--- src/rtl/tow_match_ctrl_if.sv ---
`default_nettype none
// ============================================================================
// Module      : tow_match_ctrl_if
// Description : Bus between the Tug of War match controller and its
//               surroundings (key-press pulses, score-tracker flags, tracker
//               controls and match status).
//               slave  : seen by the controller
//               master : seen by whatever drives the keys / trackers
// Ports       : start, press_l, press_r, win_l, win_r  -> controller
//               inc_l, inc_r, freeze[1:0], round_clr,
//               score_l/score_r[CW-1:0], match_winner[1:0] <- controller
// Revision    : 1.0 - initial release
// ============================================================================
interface tow_match_ctrl_if #(
  parameter int CW = 3
);
  logic          start;
  logic          press_l;
  logic          press_r;
  logic          win_l;
  logic          win_r;
  logic          inc_l;
  logic          inc_r;
  logic [1:0]    freeze;
  logic          round_clr;
  logic [CW-1:0] score_l;
  logic [CW-1:0] score_r;
  logic [1:0]    match_winner;

  modport slave (
    input  start, press_l, press_r, win_l, win_r,
    output inc_l, inc_r, freeze, round_clr, score_l, score_r, match_winner
  );

  modport master (
    output start, press_l, press_r, win_l, win_r,
    input  inc_l, inc_r, freeze, round_clr, score_l, score_r, match_winner
  );
endinterface
`default_nettype wire

--- src/rtl/tow_match_ctrl.sv ---
`default_nettype none
// ============================================================================
// Module      : tow_match_ctrl
// Description : Tug of War match controller. Arbitrates the two players'
//               press pulses into single increment pulses for the score
//               trackers, freezes the trackers between rounds, counts rounds
//               won and declares the match winner.
// Ports       : clk    - system clock, rising edge
//               reset  - asynchronous active-low reset
//               bus    - tow_match_ctrl_if.slave (key/tracker/status signals)
// Revision    : 1.0 - initial release
// ============================================================================
module tow_match_ctrl #(
  parameter int ROUNDS_TO_WIN = 3,
  parameter int CW            = 3,
  parameter int HOLD_CYCLES   = 4
) (
  input  wire logic        clk,
  input  wire logic        reset,
  tow_match_ctrl_if.slave  bus
);

  typedef enum logic [1:0] {
    S_IDLE = 2'd0,
    S_PLAY = 2'd1,
    S_HOLD = 2'd2,
    S_OVER = 2'd3
  } state_t;

  localparam int            c_HW        = (HOLD_CYCLES > 1) ? $clog2(HOLD_CYCLES) : 1;
  localparam logic [c_HW-1:0] c_HOLD_LOAD = c_HW'(HOLD_CYCLES - 1);
  localparam logic [CW-1:0]   c_RTW       = CW'(ROUNDS_TO_WIN);

  state_t          r_state,   w_state;
  logic [CW-1:0]   r_score_l, w_score_l;
  logic [CW-1:0]   r_score_r, w_score_r;
  logic [1:0]      r_winner,  w_winner;
  logic            r_round_clr, w_round_clr;
  logic [c_HW-1:0] r_hold_cnt, w_hold_cnt;
  logic            w_inc_l, w_inc_r;
  logic [1:0]      w_freeze;

  always_ff @(posedge clk or negedge reset) begin
    if (!reset) begin
      r_state     <= S_IDLE;
      r_score_l   <= '0;
      r_score_r   <= '0;
      r_winner    <= 2'b00;
      r_round_clr <= 1'b0;
      r_hold_cnt  <= '0;
    end else begin
      r_state     <= w_state;
      r_score_l   <= w_score_l;
      r_score_r   <= w_score_r;
      r_winner    <= w_winner;
      r_round_clr <= w_round_clr;
      r_hold_cnt  <= w_hold_cnt;
    end
  end

  always_comb begin
    w_state     = r_state;
    w_score_l   = r_score_l;
    w_score_r   = r_score_r;
    w_winner    = r_winner;
    w_round_clr = 1'b0;
    w_hold_cnt  = r_hold_cnt;
    w_inc_l     = 1'b0;
    w_inc_r     = 1'b0;
    w_freeze    = 2'b11;

    case (r_state)
      S_IDLE, S_OVER: begin
        if (bus.start) begin
          w_state     = S_PLAY;
          w_score_l   = '0;
          w_score_r   = '0;
          w_winner    = 2'b00;
          w_round_clr = 1'b1;
        end
      end

      S_PLAY: begin
        w_freeze = 2'b00;
        // Trackers are being cleared this cycle, so no increment may reach them.
        w_inc_l  = ~r_round_clr & bus.press_l & ~bus.press_r;
        w_inc_r  = ~r_round_clr & bus.press_r & ~bus.press_l;
        if (bus.win_l | bus.win_r) begin
          // Both flags at once is a draw: hold, then replay with scores untouched.
          w_state    = S_HOLD;
          w_hold_cnt = c_HOLD_LOAD;
          if (bus.win_l & ~bus.win_r & (r_score_l != c_RTW))
            w_score_l = r_score_l + CW'(1);
          if (bus.win_r & ~bus.win_l & (r_score_r != c_RTW))
            w_score_r = r_score_r + CW'(1);
        end
      end

      S_HOLD: begin
        if (r_hold_cnt == '0) begin
          if (r_score_l == c_RTW) begin
            w_state  = S_OVER;
            w_winner = 2'b01;
          end else if (r_score_r == c_RTW) begin
            w_state  = S_OVER;
            w_winner = 2'b10;
          end else begin
            w_state     = S_PLAY;
            w_round_clr = 1'b1;
          end
        end else begin
          w_hold_cnt = r_hold_cnt - c_HW'(1);
        end
      end

      default: w_state = S_IDLE;
    endcase
  end

  assign bus.inc_l        = w_inc_l;
  assign bus.inc_r        = w_inc_r;
  assign bus.freeze       = w_freeze;
  assign bus.round_clr    = r_round_clr;
  assign bus.score_l      = r_score_l;
  assign bus.score_r      = r_score_r;
  assign bus.match_winner = r_winner;

endmodule
`default_nettype wire

--- src/flat_wrapper.sv ---
// flat-port wrapper written by rule: the top's interface ports become plain ports
module tow_match_ctrl_flat 
#(
  parameter int ROUNDS_TO_WIN = 3,
  parameter int CW            = 3,
  parameter int HOLD_CYCLES   = 4
)
  (clk, reset, bus_start, bus_press_l, bus_press_r, bus_win_l, bus_win_r, bus_inc_l, bus_inc_r, bus_freeze, bus_round_clr, bus_score_l, bus_score_r, bus_match_winner);
  tow_match_ctrl_if #(.CW(CW)) bus_i ();
  input  wire logic clk;
  input  wire logic reset;
  input wire logic [$bits(bus_i.start)-1:0] bus_start;
  input wire logic [$bits(bus_i.press_l)-1:0] bus_press_l;
  input wire logic [$bits(bus_i.press_r)-1:0] bus_press_r;
  input wire logic [$bits(bus_i.win_l)-1:0] bus_win_l;
  input wire logic [$bits(bus_i.win_r)-1:0] bus_win_r;
  output wire logic [$bits(bus_i.inc_l)-1:0] bus_inc_l;
  output wire logic [$bits(bus_i.inc_r)-1:0] bus_inc_r;
  output wire logic [$bits(bus_i.freeze)-1:0] bus_freeze;
  output wire logic [$bits(bus_i.round_clr)-1:0] bus_round_clr;
  output wire logic [$bits(bus_i.score_l)-1:0] bus_score_l;
  output wire logic [$bits(bus_i.score_r)-1:0] bus_score_r;
  output wire logic [$bits(bus_i.match_winner)-1:0] bus_match_winner;
  assign bus_i.start = bus_start;
  assign bus_i.press_l = bus_press_l;
  assign bus_i.press_r = bus_press_r;
  assign bus_i.win_l = bus_win_l;
  assign bus_i.win_r = bus_win_r;
  assign bus_inc_l = bus_i.inc_l;
  assign bus_inc_r = bus_i.inc_r;
  assign bus_freeze = bus_i.freeze;
  assign bus_round_clr = bus_i.round_clr;
  assign bus_score_l = bus_i.score_l;
  assign bus_score_r = bus_i.score_r;
  assign bus_match_winner = bus_i.match_winner;
  tow_match_ctrl #(.ROUNDS_TO_WIN(ROUNDS_TO_WIN), .CW(CW), .HOLD_CYCLES(HOLD_CYCLES)) u_core (.clk(clk), .reset(reset), .bus(bus_i));
endmodule
--- config.mk ---
export PLATFORM = sky130hd
export DESIGN_NAME = tow_match_ctrl_flat
export DESIGN_NICKNAME = d
export VERILOG_FILES = /design/src/rtl/tow_match_ctrl_if.sv /design/src/rtl/tow_match_ctrl.sv /design/src/flat_wrapper.sv
export SDC_FILE = /design/constraint.sdc
export NUM_CORES = 1
export LEC_CHECK = 0
export BUFFER_PORTS_ARGS = -buffer_cell sky130_fd_sc_hd__buf_2
export CELL_PAD_IN_SITES_DETAIL_PLACEMENT = 1
export CELL_PAD_IN_SITES_GLOBAL_PLACEMENT = 1
export CORE_MARGIN = 8
export CORE_UTILIZATION = 42
export CTS_CLUSTER_DIAMETER = 200
export CTS_CLUSTER_SIZE = 40
export DETAILED_ROUTE_END_ITERATION = 10
export GPL_ROUTABILITY_DRIVEN = 0
export PLACE_DENSITY = 0.84
export SETUP_SLACK_MARGIN = 0.3
export SYNTH_ARGS = -nofsm -noshare
export SYNTH_HDL_FRONTEND = slang
export SYNTH_SLANG_ARGS = --single-unit
--- constraint.sdc ---
create_clock -name clk -period 4.9 [get_ports clk]
set_input_delay 0.98 -clock clk [delete_from_list [all_inputs] [get_ports clk]]
set_output_delay 0.98 -clock clk [all_outputs]
set_load 0.02 [all_outputs]
==> impl_results.md <==
- Result of the run: finished, final reports clean
- RSZ-0062 raised after global routing: no
- Placed insts: 143
- Drt via density: 5.68
- Proportion of layout cells with a drive suffix above 1: 0.208
- Fin. Hold Viols: 0
- Final Cycle Share: 0.594
- Critical path peak fanout: 10
- Syn-to-layout area delta: 13.3%
- Slew headroom: 0.632
- Area after DPL: 995 µm²
- Pwr Total: 586 µW
- Drt first pass iters: 5
- Cell Pwr Density: 574 nW/µm²
- FF-to-FF setup slack: 2.94 ns
- Yosys cell types: 33
- Clock root buffer: clkbuf_4
- Antenna Cells: 0
- Mapped Cells: 102
- Core footprint: 2000 µm²
- Slew Limit Fails: 0
- Peak VDD IR: 0.338 mV
- EDFF count, synth: 0
- Worst setup SP type: flop
- Min-delay worst type: reg2reg
- Routed Antenna Nets: 0
- Sink Count: 13
- Fin nets: 137
- R2R Path End: u_core.bus.score_r[2]
- Final setup viols: 0
- Most frequent cells after synthesis: dfrtp_1 (13), ha_1 (9), nor2_1 (9)
- Final core utilization: 0.510
- Synth top area cells: dfrtp_1 (36%), ha_1 (13%), a21oi_1 (4.4%), o21ai_0 (4.4%), nor2_1 (3.8%)
- Clk slew on worst S/H paths: 0.08 ns
- Post-Syn Area: 901 µm²
- Maxcap violations: 0
- Initial antenna violation count: 0
- Count leader, synth: dfrtp_1
- Non-filler cells, final: 147
- Async S/R FF share, synth: 1.00
- First-pass GRT wire length: 4350 µm
- Remaining DRCs: 0
- Row count: 16
- Die height: just over 60 µm
- Post-synthesis sequential area ratio: 0.361
- Routed len/inst: 18.1 µm
- Reg2reg start: u_core.bus.score_r[0]
- Post-CTS Resized: 0
- Post-DP HPWL: 2020 µm
- Worst Reg-to-Reg Cells: 5
- IO Port Bufs: 19
- Worst slew pin tran: between 0.5 and 0.6 ns
- Top cell type's share of synthesized area: 0.361
- Min-delay src: u_core.bus.match_winner[1]
- Pleak: 0.499 nW
- Final instance area: 1020 µm²
- Syn_nets: 118
- Clk_skew: roughly 0.0071 ns
- Syn_area_per_cell: 8.83 µm²
- GRT overflow: 0
- Worst Hold End: u_core.bus.match_winner[1]
- Clock buffer depth: 2
- Warnings from Yosys: 0
- Via count: 835
- DR iter-0 viols: 17
- Arr. time, crit path: 1.93 ns
- Fin crit period: 2.91 ns
- Initial Util: 0.450
- Vias in the first global route: 879
- Buffer count from post-CTS setup fixing: 0
- Kind of critical path: reg2out
- Pin count of the biggest net entering global routing: 14
- Top-Level Pins: 20
- Final wirelength: around 2700 µm
- Dominant synthesized flop cell: dfrtp_1
- Hold path cells: 2
- # hold bufs at CTS: 0
- CP Capture Type: primary output
- Overall Global Routing Usage: 0.136
- Die ar.: about 3900 µm²
- Critical path required time: about 4 ns
- DIE WIDTH: 62.3 µm
- FF+latch count, synth: 13
- Fmax achieved: 343 MHz
- Setup TNS: 0 ns
- Num CTS Buffers: 3
- CTS tree: done
- H-Tree Depth: 1
- Largest area contributor in the netlist: dfrtp_1
- Clock latency at the later pin of the worst-skew pair: between 0.2 and 0.3 ns
-- worst max path at each step --
| stage | depth (start not counted) | slack (ns) | from | to |
|---|---|---|---|---|
| after CTS | 5 | 2.03 | u_core.r_state[1] | bus_inc_r |
| after global routing | 5 | 1.80 | u_core.r_state[1] | bus_inc_r |
| final | 5 | 1.99 | u_core.r_state[1] | bus_inc_r |
| after detailed placement | 5 | 2.35 | u_core.r_state[1] | bus_inc_r |
| after global placement | 3 | 2.42 | bus_press_r | bus_inc_l |
| after floorplan | 1 | 2.20 | bus_press_r | bus_inc_l |
-- per-layer routing --
layer,wire length [µm],track usage
met1,1240,0.167
met3,135,0.0412
met2,1240,0.215
met5,0,0
met4,44,0.0541
-- registers in the layout, indices dropped and copies added, names as in the netlist --
name                     flops
u_core.bus.score_l           3
u_core.bus.score_r           3
u_core.bus.match_winner      2
u_core.r_hold_cnt            2
u_core.r_state               2
u_core.bus.round_clr         1
-- logic make-up after synthesis --
kind of cell,after synthesis,synth area share
mux,2,0.0236
buf+inv,13,0.0722
simple gates,34,0.203
fa+ha+maj,9,0.125
compound gates,31,0.215
flops,13,0.361
-- worst max-delay path, cell delays in order, from the launching register on --
cell,delay (ns)
dfrtp_1,0.40
inv_1,0.11
ha_1,0.40
inv_2,0.17
nor4b_1,0.34
buf_2,0.22
-- report_power, final --
group	internal, mW	total, mW	switching [mW]	leakage [nW]
Combinational	0.118	0.342	0.225	0.319
Sequential	0.140	0.171	0.0306	0.165
Clock	0.0317	0.0728	0.0411	0.0150
Total	0.290	0.586	0.296	0.499
-- layout by cell type, fill, tap and decap left out, drive strengths merged, types with 2 or more instances in the layout --
master / Yosys / layout
buf: 4 / 19
dfrtp: 13 / 13
o21ai: 11 / 11
nor2: 9 / 9
ha: 9 / 9
a21oi: 8 / 8
inv: 8 / 8
nand2: 7 / 7
nor3: 4 / 4
clkbuf: 1 / 4
nand2b: 3 / 3
o31a: 3 / 3
nand3: 3 / 3
nor4b: 2 / 2
nor2b: 2 / 2
or3b: 2 / 2
-- through the flow --
stage | setup slack [ns] | hold WS (ns)
global route | 1.80 | 0.561
global placement | 2.42 | 0.474
finish | 1.99 | 0.551
detailed placement | 2.35 | 0.537
CTS | 2.03 | 0.556
floorplan | 2.20 | 0.524
-- layout make-up --
type                    count  area [µm²]
fillers                   246         981
flip-flops and latches     13         325
repair buffers             19        95.1
multi-input cells          76         510
well taps                  27        33.8
inverters                   8        30.0
clock buffers               4        26.3
(Power assumes the default switching activity.)
